==> config.mk <==
export PLATFORM = sky130hd
export DESIGN_NAME = bitwise_logic_pipe
export DESIGN_NICKNAME = d
export VERILOG_FILES = /design/src/rtl/bitwise_logic_pipe.sv
export SDC_FILE = /design/constraint.sdc
export NUM_CORES = 1
export LEC_CHECK = 0
export BUFFER_PORTS_ARGS = -buffer_cell sky130_fd_sc_hd__clkbuf_2
export CORE_ASPECT_RATIO = 1.5
export CORE_MARGIN = 3
export CORE_UTILIZATION = 35
export CTS_CLUSTER_DIAMETER = 60
export DETAILED_ROUTE_END_ITERATION = 16
export HOLD_SLACK_MARGIN = 0.15
export REMOVE_ABC_BUFFERS = 1
export SYNTH_ARGS = -nofsm -noshare
export SYNTH_HDL_FRONTEND = slang
export SYNTH_SLANG_ARGS = --single-unit
==> constraint.sdc <==
create_clock -name clk -period 1.8 [get_ports clk]
set_clock_uncertainty 0.15 [all_clocks]
set_input_delay 0.27 -clock clk [delete_from_list [all_inputs] [get_ports clk]]
set_output_delay 0.27 -clock clk [all_outputs]
set_load 0.01 [all_outputs]
==> src/rtl/bitwise_logic_pipe.sv <==
// N-bit two-operand logic unit (8 gate functions) with valid/ready handshakes,
// a two-entry skid buffer, result reduction flags and a saturating transfer counter.
module bitwise_logic_pipe #(
  parameter int WIDTH = 8,
  parameter int CNT_W = 16
) (
  input  logic             clk,
  input  logic             rst,
  input  logic             in_valid,
  output logic             in_ready,
  input  logic [2:0]       op,
  input  logic [WIDTH-1:0] a,
  input  logic [WIDTH-1:0] b,
  output logic             out_valid,
  input  logic             out_ready,
  output logic [WIDTH-1:0] out,
  output logic             red_and,
  output logic             red_or,
  output logic             red_xor,
  output logic [CNT_W-1:0] xfer_cnt
);

  logic             r_or_vld;
  logic [WIDTH-1:0] r_or_dat;
  logic             r_sk_vld;
  logic [WIDTH-1:0] r_sk_dat;
  logic [CNT_W-1:0] r_cnt;

  logic [WIDTH-1:0] w_res;
  logic             w_in_fire;
  logic             w_out_fire;

  always_comb begin
    w_res = '0;
    case (op)
      3'd0:    w_res = a & b;
      3'd1:    w_res = a | b;
      3'd2:    w_res = ~a;
      3'd3:    w_res = ~(a & b);
      3'd4:    w_res = ~(a | b);
      3'd5:    w_res = a ^ b;
      3'd6:    w_res = ~(a ^ b);
      default: w_res = a;
    endcase
  end

  // Skid slot occupancy alone gates acceptance, so in_ready never depends on out_ready.
  assign in_ready   = !r_sk_vld && !rst;
  assign w_in_fire  = in_valid && in_ready;
  assign w_out_fire = r_or_vld && out_ready;

  always_ff @(posedge clk or posedge rst) begin
    if (rst) begin
      r_or_vld <= 1'b0;
      r_or_dat <= '0;
      r_sk_vld <= 1'b0;
      r_sk_dat <= '0;
      r_cnt    <= '0;
    end else begin
      if (w_out_fire) begin
        if (r_sk_vld) begin
          r_or_dat <= r_sk_dat;
          r_sk_vld <= 1'b0;
        end else if (w_in_fire) begin
          r_or_dat <= w_res;
        end else begin
          r_or_vld <= 1'b0;
        end
      end else if (w_in_fire) begin
        if (!r_or_vld) begin
          r_or_vld <= 1'b1;
          r_or_dat <= w_res;
        end else begin
          r_sk_vld <= 1'b1;
          r_sk_dat <= w_res;
        end
      end
      if (w_out_fire && (r_cnt != {CNT_W{1'b1}})) begin
        r_cnt <= r_cnt + 1'b1;
      end
    end
  end

  assign out_valid = r_or_vld;
  assign out       = r_or_dat;
  assign red_and   = &r_or_dat;
  assign red_or    = |r_or_dat;
  assign red_xor   = ^r_or_dat;
  assign xfer_cnt  = r_cnt;

endmodule
Word level (Yosys, flattened, before mapping)
Index checks and enable logic that the tools add are counted.
- add/sub/neg operators: 1
- equal/unequal tests: 10
- multiplexer cells: 13
- bitwise logic cells: 8
- reductions and logical operators: 17
- operators with widths (cell ; count):
    $pmux W8 S7 ; 1
    $mux W8 ; 5
    $not A8 Y8 ; 4
    $add A16 B1 Y16 const B ; 1
    $ne A16 B16 Y1 const B ; 1
    $eq A3 B3 Y1 const B ; 3
    $reduce_and A3 Y1 ; 3
    $and A8 B8 Y8 ; 1
    $or A8 B8 Y8 ; 1
    $reduce_and A8 Y1 ; 1
    $reduce_or A8 Y1 ; 1
    $reduce_xor A8 Y1 ; 1
    $xor A8 B8 Y8 ; 1
    $mux W1 ; 7
    $eq A3 B2 Y1 const B ; 2
    $reduce_bool A2 Y1 ; 3
    $logic_and A1 B1 Y1 ; 4
    $ne A2 B2 Y1 const B ; 2
    $eq A3 B1 Y1 const B ; 1
    $logic_not A3 Y1 ; 1
    $logic_not A1 Y1 ; 2
    $ne A2 B1 Y1 const B ; 1
    $reduce_and A2 Y1 ; 1
    $not A1 Y1 ; 1
- bits in registers: 34
- bits of input ports: 23
- output and inout port bits: 29
- word-level logic and storage cells: 54

Depth between registers and ports, before layout
Gate-level depths: netlist of run 1.
- depth in word-level cells: 6
- mapped depth: 8
- depth with buffers taken out: 7

Worst setup path after synthesis of run 1
Ideal clock, no wire load.
- path kind: in2reg
- start: input port rst
- end: register r_or_dat[1] (netlist: out[1])
- setup time: 0.087 ns
- arrival time: 1.924 ns
- required time: 1.563 ns
- path slack: -0.360 ns
- stages: 6
- buffers on the path: 1
- cell sequence: inv_1 > a21oi_1 > nor3_2 > buf_2 > nand3_1 > o211ai_1
- cells in the longest elaborated chain, start to end: 5
- elaborated cells between the ends (all ways): 6
- those cells by class: reduce/logical: 6
- ends and longest elaborated chain (element ; RTL line ; text):
    start: declaration ; 8 ; input logic rst,
    $logic_not A1 Y1 (no source line) * ; - ;
    $logic_and A1 B1 Y1 * ; 48 ; assign in_ready = !r_sk_vld && !rst;
    $logic_and A1 B1 Y1 * ; 49 ; assign w_in_fire = in_valid && in_ready;
    $reduce_bool A2 Y1 (no source line) ; - ;
    $reduce_and A3 Y1 (no source line) * ; - ;
    end signal: assignment ; 62 ; r_or_dat <= r_sk_dat;
    end signal: assignment ; 65 ; r_or_dat <= w_res;
    end signal: assignment ; 72 ; r_or_dat <= w_res;
    end: declaration ; 24 ; logic [WIDTH-1:0] r_or_dat;
Mark *: on every way between the ends. The rest lies on a longest branch, timed or not.
A chain may end at the register's enable or synchronous reset.

Worst setup path in the final report of run 1
- start: register r_or_dat[1] (netlist: out[1])
- end: output port red_xor
- cells in the longest elaborated chain, start to end: 1
- ends and longest elaborated chain (element ; RTL line ; text):
    $reduce_xor A8 Y1 ; 88 ; assign red_xor = ^r_or_dat;
    end: declaration ; 19 ; output logic red_xor,
Every way passes these cells.

==> summary.md, run 1 <==
| Metric | Value |
|---|---|
| # port buffers | 51 |
| Switching fraction of total power | 0.389 |
| Max cap viols | 0 |
| Post-synth EDFFs | 0 |
| Leading area contributor after synthesis | dfrtp_1 |
| H-Tree Depth | 2 |
| Worst VDD drop | 0.000519 V |
| Static Leak | 0.00173 uW |
| Mapped cell area | 0.00264 mm^2 |
| Final Hold Fails | 0 |
| Grt total ovfl | 0 |
| Worst Path Arrival | 1.44 ns |
| R2r endpoint | xfer_cnt[1]$_DFFE_PP0P_ |
| Worst slew pin tran | 0.440 ns |
| CP endpoint kind | output pin |
| I/O pin count | 52 |
| Critical path required time | 1.38 ns |
| GRT Overall Usage | 0.148 |
| Max Freq | 0.538 GHz |
| DRT iter0 DRCs | 77 |
| Min Tclk post-route | 1.86 ns |
| Failing checks | setup timing |
| Placed cell count | 463 |
| Ys async rst share | 1.00 |
| Yosys warns | 0 |
| Combinational share of power | 0.559 |
| Fin util | 0.478 |
| Clock Path Buffers | 2 |
| Nets | 436 |
| Status | finished, violations left |
| Reg2reg setup slack | 0.10 ns |
| DRT Pass-1 Iters | 4 |
| Vias per cell | 4.99 |
| Sink Count | 34 |
| Die Height | 112 um |
| Reg2Reg Launch Point | xfer_cnt[10]$_DFFE_PP0P_ |
| CORE AREA | 0.00727 mm^2 |
| Non-Filler Instances | 488 |
| Cell Area, Placed | 0.00316 mm^2 |
| Critical path class | reg -> out |
| Total Routed Length | 6.31 mm |
| Crit-path max FO | 2 |
| Ant diodes | 0 |
| Routed len/inst | 12.9 um |
| Critical path launch point type | flop |
| Post-synth cell types | 52 |
| First-pass GRT wire length | 10.6 mm |
| Fin crit share | 1.03 |
| Yosys top cell area share | 0.323 |
| Internal power | 2460 uW |
| Length in cells of the worst reg-to-reg path | 5 |
| Post-synthesis register bit count | 34 |
| Sequential power share | 0.294 |
| Initial antenna violation count | 0 |
| Avg Cell Area, Syn | 8.93 um^2 |
| Layout cells sized above 1 | 0.340 |
| PwrDens | 1160 mW/mm^2 |
| Switch Pwr | 1570 uW |
| Root buffer cell | clkbuf_8 |
| CP startpoint | out[1]$_DFFE_PP0P_ |
| CP endpoint | red_xor |
| Vias in the first global route | 2369 |
| Fin. max-slew vios | 0 |
| Synth area leaders | dfrtp_1 32%, ha_1 12%, inv_1 4.1% |
| RSZ-0062 raised after global routing | true |
| Area growth from synthesis to layout | 31.9% |
| DRC errors left | 0 |
| Placer congestion estimate | 0.832 |
| Clock latency on the worst-skew pair | 0.28 ns |
| Register area share after synthesis | 0.323 |
| Cts bufs inserted | 5 |
| Die area | 0.00863 mm^2 |
| Clock group share of total power | 0.146 |
| Worst Slack Setup Final | -0.0577 ns |
| Via count | 2434 |
| Pin count of the biggest net entering global routing | 35 |
| Initial Util | 0.362 |
| Post-Syn Instances | 295 |
| Relative slew margins | 0.707 |
| Hold Crit Class | in -> reg |
| Clock transition at path regs | 0.07 ns |
| CTS tree | built |
| Final Setup Violations | 2 |
| Num rows | 38 |
| DP HPWL | 4.84 mm |
| Post-route ant nets | 0 |
| Primary FF master, synth | dfrtp_1 |
| Post-route design area | 0.00347 mm^2 |
| Die extent in x | 76.8 um |
==> power groups by stage <==
stage / Combinational [uW] / Sequential, uW / Clock (uW)
floorplan: 921 / 1300 / 0
global placement: 1720 / 1220 / 0
detailed placement: 1760 / 1230 / 0
CTS: 2090 / 1180 / 610
global route: 2470 / 1220 / 639
finish: 2250 / 1190 / 590
==> placed cells by master, fill, tap and decap left out, drive strengths merged, types with 2 or more instances in the layout <==
| cell type | count |
|---|---|
| dfrtp | 34 |
| and4 | 4 |
| clkbuf | 57 |
| buf | 46 |
| and3 | 6 |
| mux2 | 5 |
| o211ai | 5 |
| nor2b | 4 |
| o21ai | 16 |
| o22ai | 5 |
| xnor2 | 11 |
| xor2 | 6 |
| a21oi | 15 |
| ha | 26 |
| a2111oi | 2 |
| a211oi | 3 |
| inv | 30 |
| nand3 | 14 |
| nand2 | 26 |
| mux4 | 2 |
| a31oi | 8 |
| nor3 | 5 |
| mux2i | 5 |
| dlygate4sd3 | 3 |
| a311oi | 2 |
| or3 | 2 |
| nand2b | 3 |
| nand4 | 8 |
| nor2 | 21 |
==> cell type report <==
class	instances	area, um^2
clock buffer	6	82.6
clock inverter	2	12.5
fill	730	3800
inverter	30	113
multi-input combinational	216	1640
sequential	34	851
tap	100	125
timing repair buffer	100	647
==> worst min path at each step <==
stage | cells past startpoint | slack [ns] | start | end
CTS | 4 | 0.21 | out_ready | r_sk_dat[5]$_DFFE_PP0P_
floorplan | 1 | 0.23 | out_ready | r_sk_vld$_DFFE_PP0P_
global route | 3 | 0.26 | in_valid | r_sk_dat[7]$_DFFE_PP0P_
finish | 3 | 0.23 | in_valid | r_sk_dat[7]$_DFFE_PP0P_
global placement | 3 | 0.26 | rst | r_sk_vld$_DFFE_PP0P_
detailed placement | 3 | 0.28 | rst | r_sk_vld$_DFFE_PP0P_
==> per-layer routing <==
metal | wire length [um] | part of all wire | up-vias | track usage
met1 | 2620 | 0.41 | 1135 | 0.170
met4 | 85 | 0.013 | 0 | 0.0472
met2 | 3390 | 0.54 | 59 | 0.275
met5 | 0 | 0 | - | 0
met3 | 221 | 0.035 | 5 | 0.0241
li1 | - | - | 1235 | -
==> synthesized netlist by cell type, types with 7 or more instances <==
library cell  number
nand4_1            7
nand3_1           14
dfrtp_1           34
nand2_1           25
a31oi_1            7
o21ai_0           14
a21oi_1           15
buf_2              8
ha_1              26
xnor2_1           11
inv_1             29
nor2_1            21
==> repair_timing <==
| item | in CTS | in global routing |
|---|---|---|
| cloned | 0 | 1 |
| pin swaps | 6 | 3 |
| hold buffers | 3 | 0 |
| endpoints found under the setup margin | 1 | 13 |
| endpoints found under the hold margin | 36 | 0 |
| setup buffers | 9 | 4 |
| resized for setup | 8 | 10 |
==> registers in the layout (all words and copies together) (netlist names) <==
register / count
r_sk_dat: 8
out_valid: 1
r_sk_vld: 1
xfer_cnt: 16
out: 8
==> cells by family (layout without fill, tap and decap cells) <==
| kind of cell | after synthesis | after routing | synth area share |
|---|---|---|---|
| simple gates | 96 | 96 | 0.190 |
| compound gates | 65 | 65 | 0.167 |
| buf+inv | 45 | 138 | 0.0826 |
| flops | 34 | 34 | 0.323 |
| fa+ha+maj | 26 | 26 | 0.123 |
| xor+xnor | 17 | 17 | 0.0565 |
| mux | 12 | 12 | 0.0575 |
==> critical path, stage by stage, from the launching register on <==
cell	delay [ns]
dfrtp_1	0.39
inv_2	0.09
ha_4	0.21
xor2_2	0.17
xnor2_1	0.15
buf_2	0.16
==> stage by stage <==
| step | worst slack (ns) | hold slack, ns | total power [uW] | setup TNS (ns) |
|---|---|---|---|---|
| after floorplan | -0.519 | 0.228 | 2220 | -3.82 |
| after global placement | -0.111 | 0.265 | 2930 | -0.204 |
| after detailed placement | -0.133 | 0.279 | 3000 | -0.345 |
| after CTS | -0.0786 | 0.212 | 3880 | -0.0786 |
| after global routing | -0.109 | 0.259 | 4330 | -0.222 |
| final | -0.0577 | 0.230 | 4030 | -0.112 |
Power figures use the tool's default switching activity.
==> run 2: changes to the inputs <==
--- a/config.mk
+++ b/config.mk
@@ -8,10 +8,12 @@
 export BUFFER_PORTS_ARGS = -buffer_cell sky130_fd_sc_hd__clkbuf_2
 export CORE_ASPECT_RATIO = 1.5
 export CORE_MARGIN = 3
-export CORE_UTILIZATION = 35
+export CORE_UTILIZATION = 50
 export CTS_CLUSTER_DIAMETER = 60
 export DETAILED_ROUTE_END_ITERATION = 16
 export HOLD_SLACK_MARGIN = 0.15
+export MAX_ROUTING_LAYER = met4
+export PLACE_DENSITY = 0.76
 export REMOVE_ABC_BUFFERS = 1
 export SYNTH_ARGS = -nofsm -noshare
 export SYNTH_HDL_FRONTEND = slang
==> summary.md, run 2 (synthesized netlist as in run 1, its figures left out) <==
| Metric | Value |
|---|---|
| Die extent in x | 65.3 um |
| Sink Count | 34 |
| Post-route ant nets | 0 |
| Combinational share of power | 0.563 |
| Placer congestion estimate | 0.822 |
| Critical path launch point type | flop |
| Sequential power share | 0.303 |
| DP HPWL | 4.65 mm |
| Vias in the first global route | 2449 |
| Max cap viols | 0 |
| H-Tree Depth | 2 |
| Switch Pwr | 1570 uW |
| Fin. max-slew vios | 0 |
| Critical path class | reg -> out |
| Worst Slack Setup Final | -0.106 ns |
| # port buffers | 51 |
| CP endpoint kind | output pin |
| Ant diodes | 0 |
| DRT Pass-1 Iters | 4 |
| Fin util | 0.695 |
| Num rows | 31 |
| Hold Crit Class | in -> reg |
| Critical path required time | 1.38 ns |
| Clock transition at path regs | 0.07 ns |
| Place WS | -0.213 ns |
| Grt total ovfl | 0 |
| Length in cells of the worst reg-to-reg path | 5 |
| Switching fraction of total power | 0.395 |
| R2r endpoint | xfer_cnt[1]$_DFFE_PP0P_ |
| Min Tclk post-route | 1.91 ns |
| Clock latency on the worst-skew pair | 0.28 ns |
| Crit-path max FO | 2 |
| DRT iter0 DRCs | 121 |
| DRC errors left | 0 |
| Met2 WL | 3.43 mm |
| CTS tree | built |
| Nets | 436 |
| Routed len/inst | 13.9 um |
| Total Routed Length | 6.28 mm |
| Worst Path Arrival | 1.49 ns |
| Most frequent cells in the layout | 49 x clkbuf_2, 43 x buf_4, 34 x dfrtp_1, 25 x nand2_1, 22 x inv_1 |
| Top sig layer | met4 |
| Beginning of the worst hold path | a[3] |
| Status | finished, violations left |
| Area growth from synthesis to layout | 31.0% |
| Met3 Wirelength | 219 um |
| Hold path depth | 3 |
| Pin count of the biggest net entering global routing | 35 |
| Cts bufs inserted | 5 |
| Most common cell after layout, fill and taps aside | clkbuf_2 |
| Clock Path Buffers | 2 |
| GRT Overall Usage | 0.217 |
| Max Freq | 0.525 GHz |
| Layout cells sized above 1 | 0.349 |
| Final Hold Fails | 0 |
| Die area | 0.00620 mm^2 |
| Relative slew margins | 0.710 |
| Initial antenna violation count | 0 |
| PwrDens | 1150 mW/mm^2 |
| Failing checks | setup timing |
| Reg2reg setup slack | 0.08 ns |
| I/O pin count | 52 |
| CORE AREA | 0.00496 mm^2 |
| First-pass GRT wire length | 10.5 mm |
| Reg2Reg Launch Point | xfer_cnt[5]$_DFFE_PP0P_ |
| Vias per cell | 5.49 |
| RSZ-0062 raised after global routing | true |
| Power Total | 3980 uW |
| Static Leak | 0.00171 uW |
| Root buffer cell | clkbuf_8 |
| Internal power | 2410 uW |
| Initial Util | 0.531 |
| Max reg flops | 16 |
| Hold path endpoint | r_sk_dat[3]$_DFFE_PP0P_ |
| Worst slew pin tran | 0.435 ns |
| WL met1 | 2.51 mm |
| Clock group share of total power | 0.135 |
| Via count | 2489 |
| Die Height | 94.9 um |
| Fin crit share | 1.06 |
| Worst VDD drop | 0.000458 V |
| Final Setup Violations | 1 |
==> run 2: cell types whose count changed in the layout (fill, tap and decap cells not counted), sizes merged <==
cell and delta:
clkbuf -2, buf +2, clkinv -1
==> run 2: worst max-delay path, cell delays in order, from the launching register on <==
cell     delay, ns
dfrtp_1       0.40
inv_2         0.09
ha_4          0.20
xor2_2        0.17
xnor2_1       0.18
buf_2         0.16
==> run 2: power by group through the flow <==
stage          combinational (uW)  clock, uW  sequential (uW)
2_1_floorplan                 921          0             1300
3_3_place_gp                 1710          0             1200
3_5_place_dp                 1780          0             1220
4_1_cts                      2080        545             1190
5_1_grt                      2440        583             1240
6_report                     2240        537             1210
==> run 2: stage by stage <==
stage / cell area, um^2 / TNS [ns] / hold WS, ns / cells
floorplan: 2530 / -3.82 / 0.228 / 280
global placement: 3140 / -0.219 / 0.249 / 432
CTS: 3360 / -0.109 / 0.203 / 449
finish: 3450 / -0.106 / 0.209 / 453
detailed placement: 3140 / -0.477 / 0.262 / 432
global route: 3450 / -0.169 / 0.253 / 453
==> run 2: worst max path at each step <==
stage                            start                 end  slack, ns  cells past startpoint
global route        out[1]$_DFFE_PP0P_             red_xor      -0.17                      5
CTS                 out[5]$_DFFE_PP0P_             red_xor      -0.11                      5
detailed placement                a[2]  out[2]$_DFFE_PP0P_      -0.21                      8
global placement                  a[2]  out[2]$_DFFE_PP0P_      -0.11                      8
floorplan                          rst  out[5]$_DFFE_PP0P_      -0.52                      5
finish              out[5]$_DFFE_PP0P_             red_xor      -0.11                      5
==> run 2: timing repair <==
item | CTS | global route
hold buffers | 3 | 0
pin swaps | 4 | 5
hold endpoints to repair | 36 | 0
setup buffers | 7 | 5
resized for setup | 11 | 17
endpoints found under the setup margin | 1 | 14
cloned | 0 | 1
==> run 2: layout make-up <==
type,count,area (um^2)
clock inverters,1,7.51
inverters,30,113
fillers,411,1510
repair buffers,100,651
multi-input cells,216,1680
flip-flops and latches,34,851
clock buffers,6,72.6
well taps,66,82.6
==> run 2: routing by layer <==
| layer | vias to the layer above | global-route usage |
|---|---|---|
| met5 | - | - |
| met4 | 0 | 0.0986 |
| met3 | 13 | 0.0321 |
| met2 | 61 | 0.381 |
| met1 | 1175 | 0.238 |
| li1 | 1240 | - |
==> run 3: changes to the inputs <==
--- a/config.mk
+++ b/config.mk
@@ -8,12 +8,11 @@
 export BUFFER_PORTS_ARGS = -buffer_cell sky130_fd_sc_hd__clkbuf_2
 export CORE_ASPECT_RATIO = 1.5
 export CORE_MARGIN = 3
-export CORE_UTILIZATION = 50
+export CORE_UTILIZATION = 35
 export CTS_CLUSTER_DIAMETER = 60
 export DETAILED_ROUTE_END_ITERATION = 16
 export HOLD_SLACK_MARGIN = 0.15
 export MAX_ROUTING_LAYER = met4
-export PLACE_DENSITY = 0.76
 export REMOVE_ABC_BUFFERS = 1
 export SYNTH_ARGS = -nofsm -noshare
 export SYNTH_HDL_FRONTEND = slang
==> summary.md, run 3 (synthesized netlist as in run 1, its figures left out) <==
| Metric | Value |
|---|---|
| Critical path required time | 1.38 ns |
| Status | finished, violations left |
| Die area | 0.00863 mm^2 |
| Min Tclk post-route | 1.86 ns |
| Final Hold Fails | 0 |
| Num rows | 38 |
| First-pass GRT wire length | 10.6 mm |
| Nets | 436 |
| Failing checks | setup timing |
| RSZ-0062 raised after global routing | true |
| Initial Util | 0.362 |
| CP endpoint kind | output pin |
| Relative slew margins | 0.708 |
| Worst VDD drop | 0.000519 V |
| Final Setup Violations | 2 |
| Max cap viols | 0 |
| Post-route ant nets | 0 |
| Placed cell count | 463 |
| Slowest cell on crit path | dfrtp_1 |
| Pin count of the biggest net entering global routing | 35 |
| CORE AREA | 0.00727 mm^2 |
| Via count | 2414 |
| PwrDens | 1160 mW/mm^2 |
| Routed len/inst | 12.9 um |
| GRT Overall Usage | 0.152 |
| DRT Pass-1 Iters | 4 |
| CP endpoint | red_xor |
| DRC errors left | 0 |
| Crit-path cells | inv_2 -> ha_4 -> xor2_2 -> xnor2_1 -> buf_2 |
| Clock transition at path regs | 0.07 ns |
| Place WS | -0.133 ns |
| Sink Count | 34 |
| Worst Slack Setup Final | -0.0569 ns |
| DRT iter0 DRCs | 73 |
| CP max stage delay | 0.39 ns |
| Fin. max-slew vios | 0 |
| # port buffers | 51 |
| Vias in the first global route | 2384 |
| Layout cells sized above 1 | 0.340 |
| Max Freq | 0.539 GHz |
| Worst slew pin tran | 0.439 ns |
| Static Leak | 0.00173 uW |
| Clock Path Buffers | 2 |
| Die extent in x | 76.8 um |
| I/O pin count | 52 |
| Max reg flops | 16 |
| Fin crit share | 1.03 |
| Fin util | 0.478 |
| Crit-path max FO | 2 |
| Grt total ovfl | 0 |
| Reg2Reg Launch Point | xfer_cnt[10]$_DFFE_PP0P_ |
| Reg2reg setup slack | 0.10 ns |
| Ant diodes | 0 |
| Initial antenna violation count | 0 |
| Most frequent cells in the layout | 50 x clkbuf_2, 43 x buf_4, 34 x dfrtp_1, 25 x nand2_1, 23 x inv_1 |
| Most common cell after layout, fill and taps aside | clkbuf_2 |
| Worst Path Arrival | 1.44 ns |
| Area growth from synthesis to layout | 31.9% |
| Die Height | 112 um |
| Critical path launch point type | flop |
| CTS tree | built |
| Non-Filler Instances | 488 |
| Setup TNS | -0.109 ns |
| Hold Crit Class | in -> reg |
| H-Tree Depth | 2 |
| R2r endpoint | xfer_cnt[1]$_DFFE_PP0P_ |
| Placer congestion estimate | 0.845 |
| Cts bufs inserted | 5 |
| CP startpoint | out[1]$_DFFE_PP0P_ |
| Root buffer cell | clkbuf_8 |
| Length in cells of the worst reg-to-reg path | 5 |
| Hold path depth | 3 |
| Vias per cell | 4.95 |
| DP HPWL | 4.84 mm |
| Clock latency on the worst-skew pair | 0.28 ns |
| Total Routed Length | 6.29 mm |
| Critical path class | reg -> out |
==> run 3: cell count changes in the layout (fill, tap and decap cells not counted), sizes merged <==
cell    previous run  this run
clkbuf            55        57
buf               48        46
clkinv             0         1
==> run 3: metal layers <==
layer | up-vias | part of all wire | global-route usage
li1 | 1234 | - | -
met1 | 1124 | 0.41 | 0.169
met2 | 51 | 0.54 | 0.275
met3 | 5 | 0.033 | 0.0241
met4 | 0 | 0.013 | 0.0472
met5 | - | 0 | -
==> run 3: worst min path at each step <==
stage	startpoint	end	slack, ns
6_report	in_valid	r_sk_dat[7]$_DFFE_PP0P_	0.23
5_1_grt	in_valid	r_sk_dat[7]$_DFFE_PP0P_	0.26
4_1_cts	out_ready	r_sk_dat[5]$_DFFE_PP0P_	0.21
3_5_place_dp	rst	r_sk_vld$_DFFE_PP0P_	0.28
3_3_place_gp	rst	r_sk_vld$_DFFE_PP0P_	0.26
2_1_floorplan	out_ready	r_sk_vld$_DFFE_PP0P_	0.23
==> run 3: worst max-delay path, delay by kind of cell, from the launching register on <==
kind       cells  cell delay (ns)
flops          1             0.39
xor+xnor       2             0.32
buf+inv        2             0.25
fa+ha+maj      1             0.21
==> run 3: stage by stage <==
stage	power, uW	hold WS (ns)	cell area, um^2
after floorplan	2220	0.228	2530
after global placement	2930	0.265	3160
after detailed placement	3000	0.279	3160
after CTS	3880	0.212	3400
after global routing	4330	0.259	3470
final	4030	0.232	3470
==> run 3: power breakdown <==
group | total, uW | leakage, uW | internal, uW | switching, uW
Combinational | 2250 | 0.00125 | 1130 | 1130
Sequential | 1190 | 0.000432 | 1030 | 158
Clock | 588 | 0.0000472 | 307 | 280
==> run 3: timing repair <==
action / 4_1_cts / 5_1_grt
pin swaps: 6 / 3
hold buffers: 3 / 0
buffers inserted: 9 / 4
endpoints found under the hold margin: 36 / 0
setup endpoints to repair: 1 / 13
gates resized for setup: 8 / 10
cloned: 0 / 1
==> run 3: layout make-up <==
class / count / area (um^2)
flip-flops and latches: 34 / 851
multi-input cells: 216 / 1640
clock inverters: 2 / 12.5
well taps: 100 / 125
clock buffers: 6 / 82.6
inverters: 30 / 113
repair buffers: 100 / 647
fillers: 730 / 3800
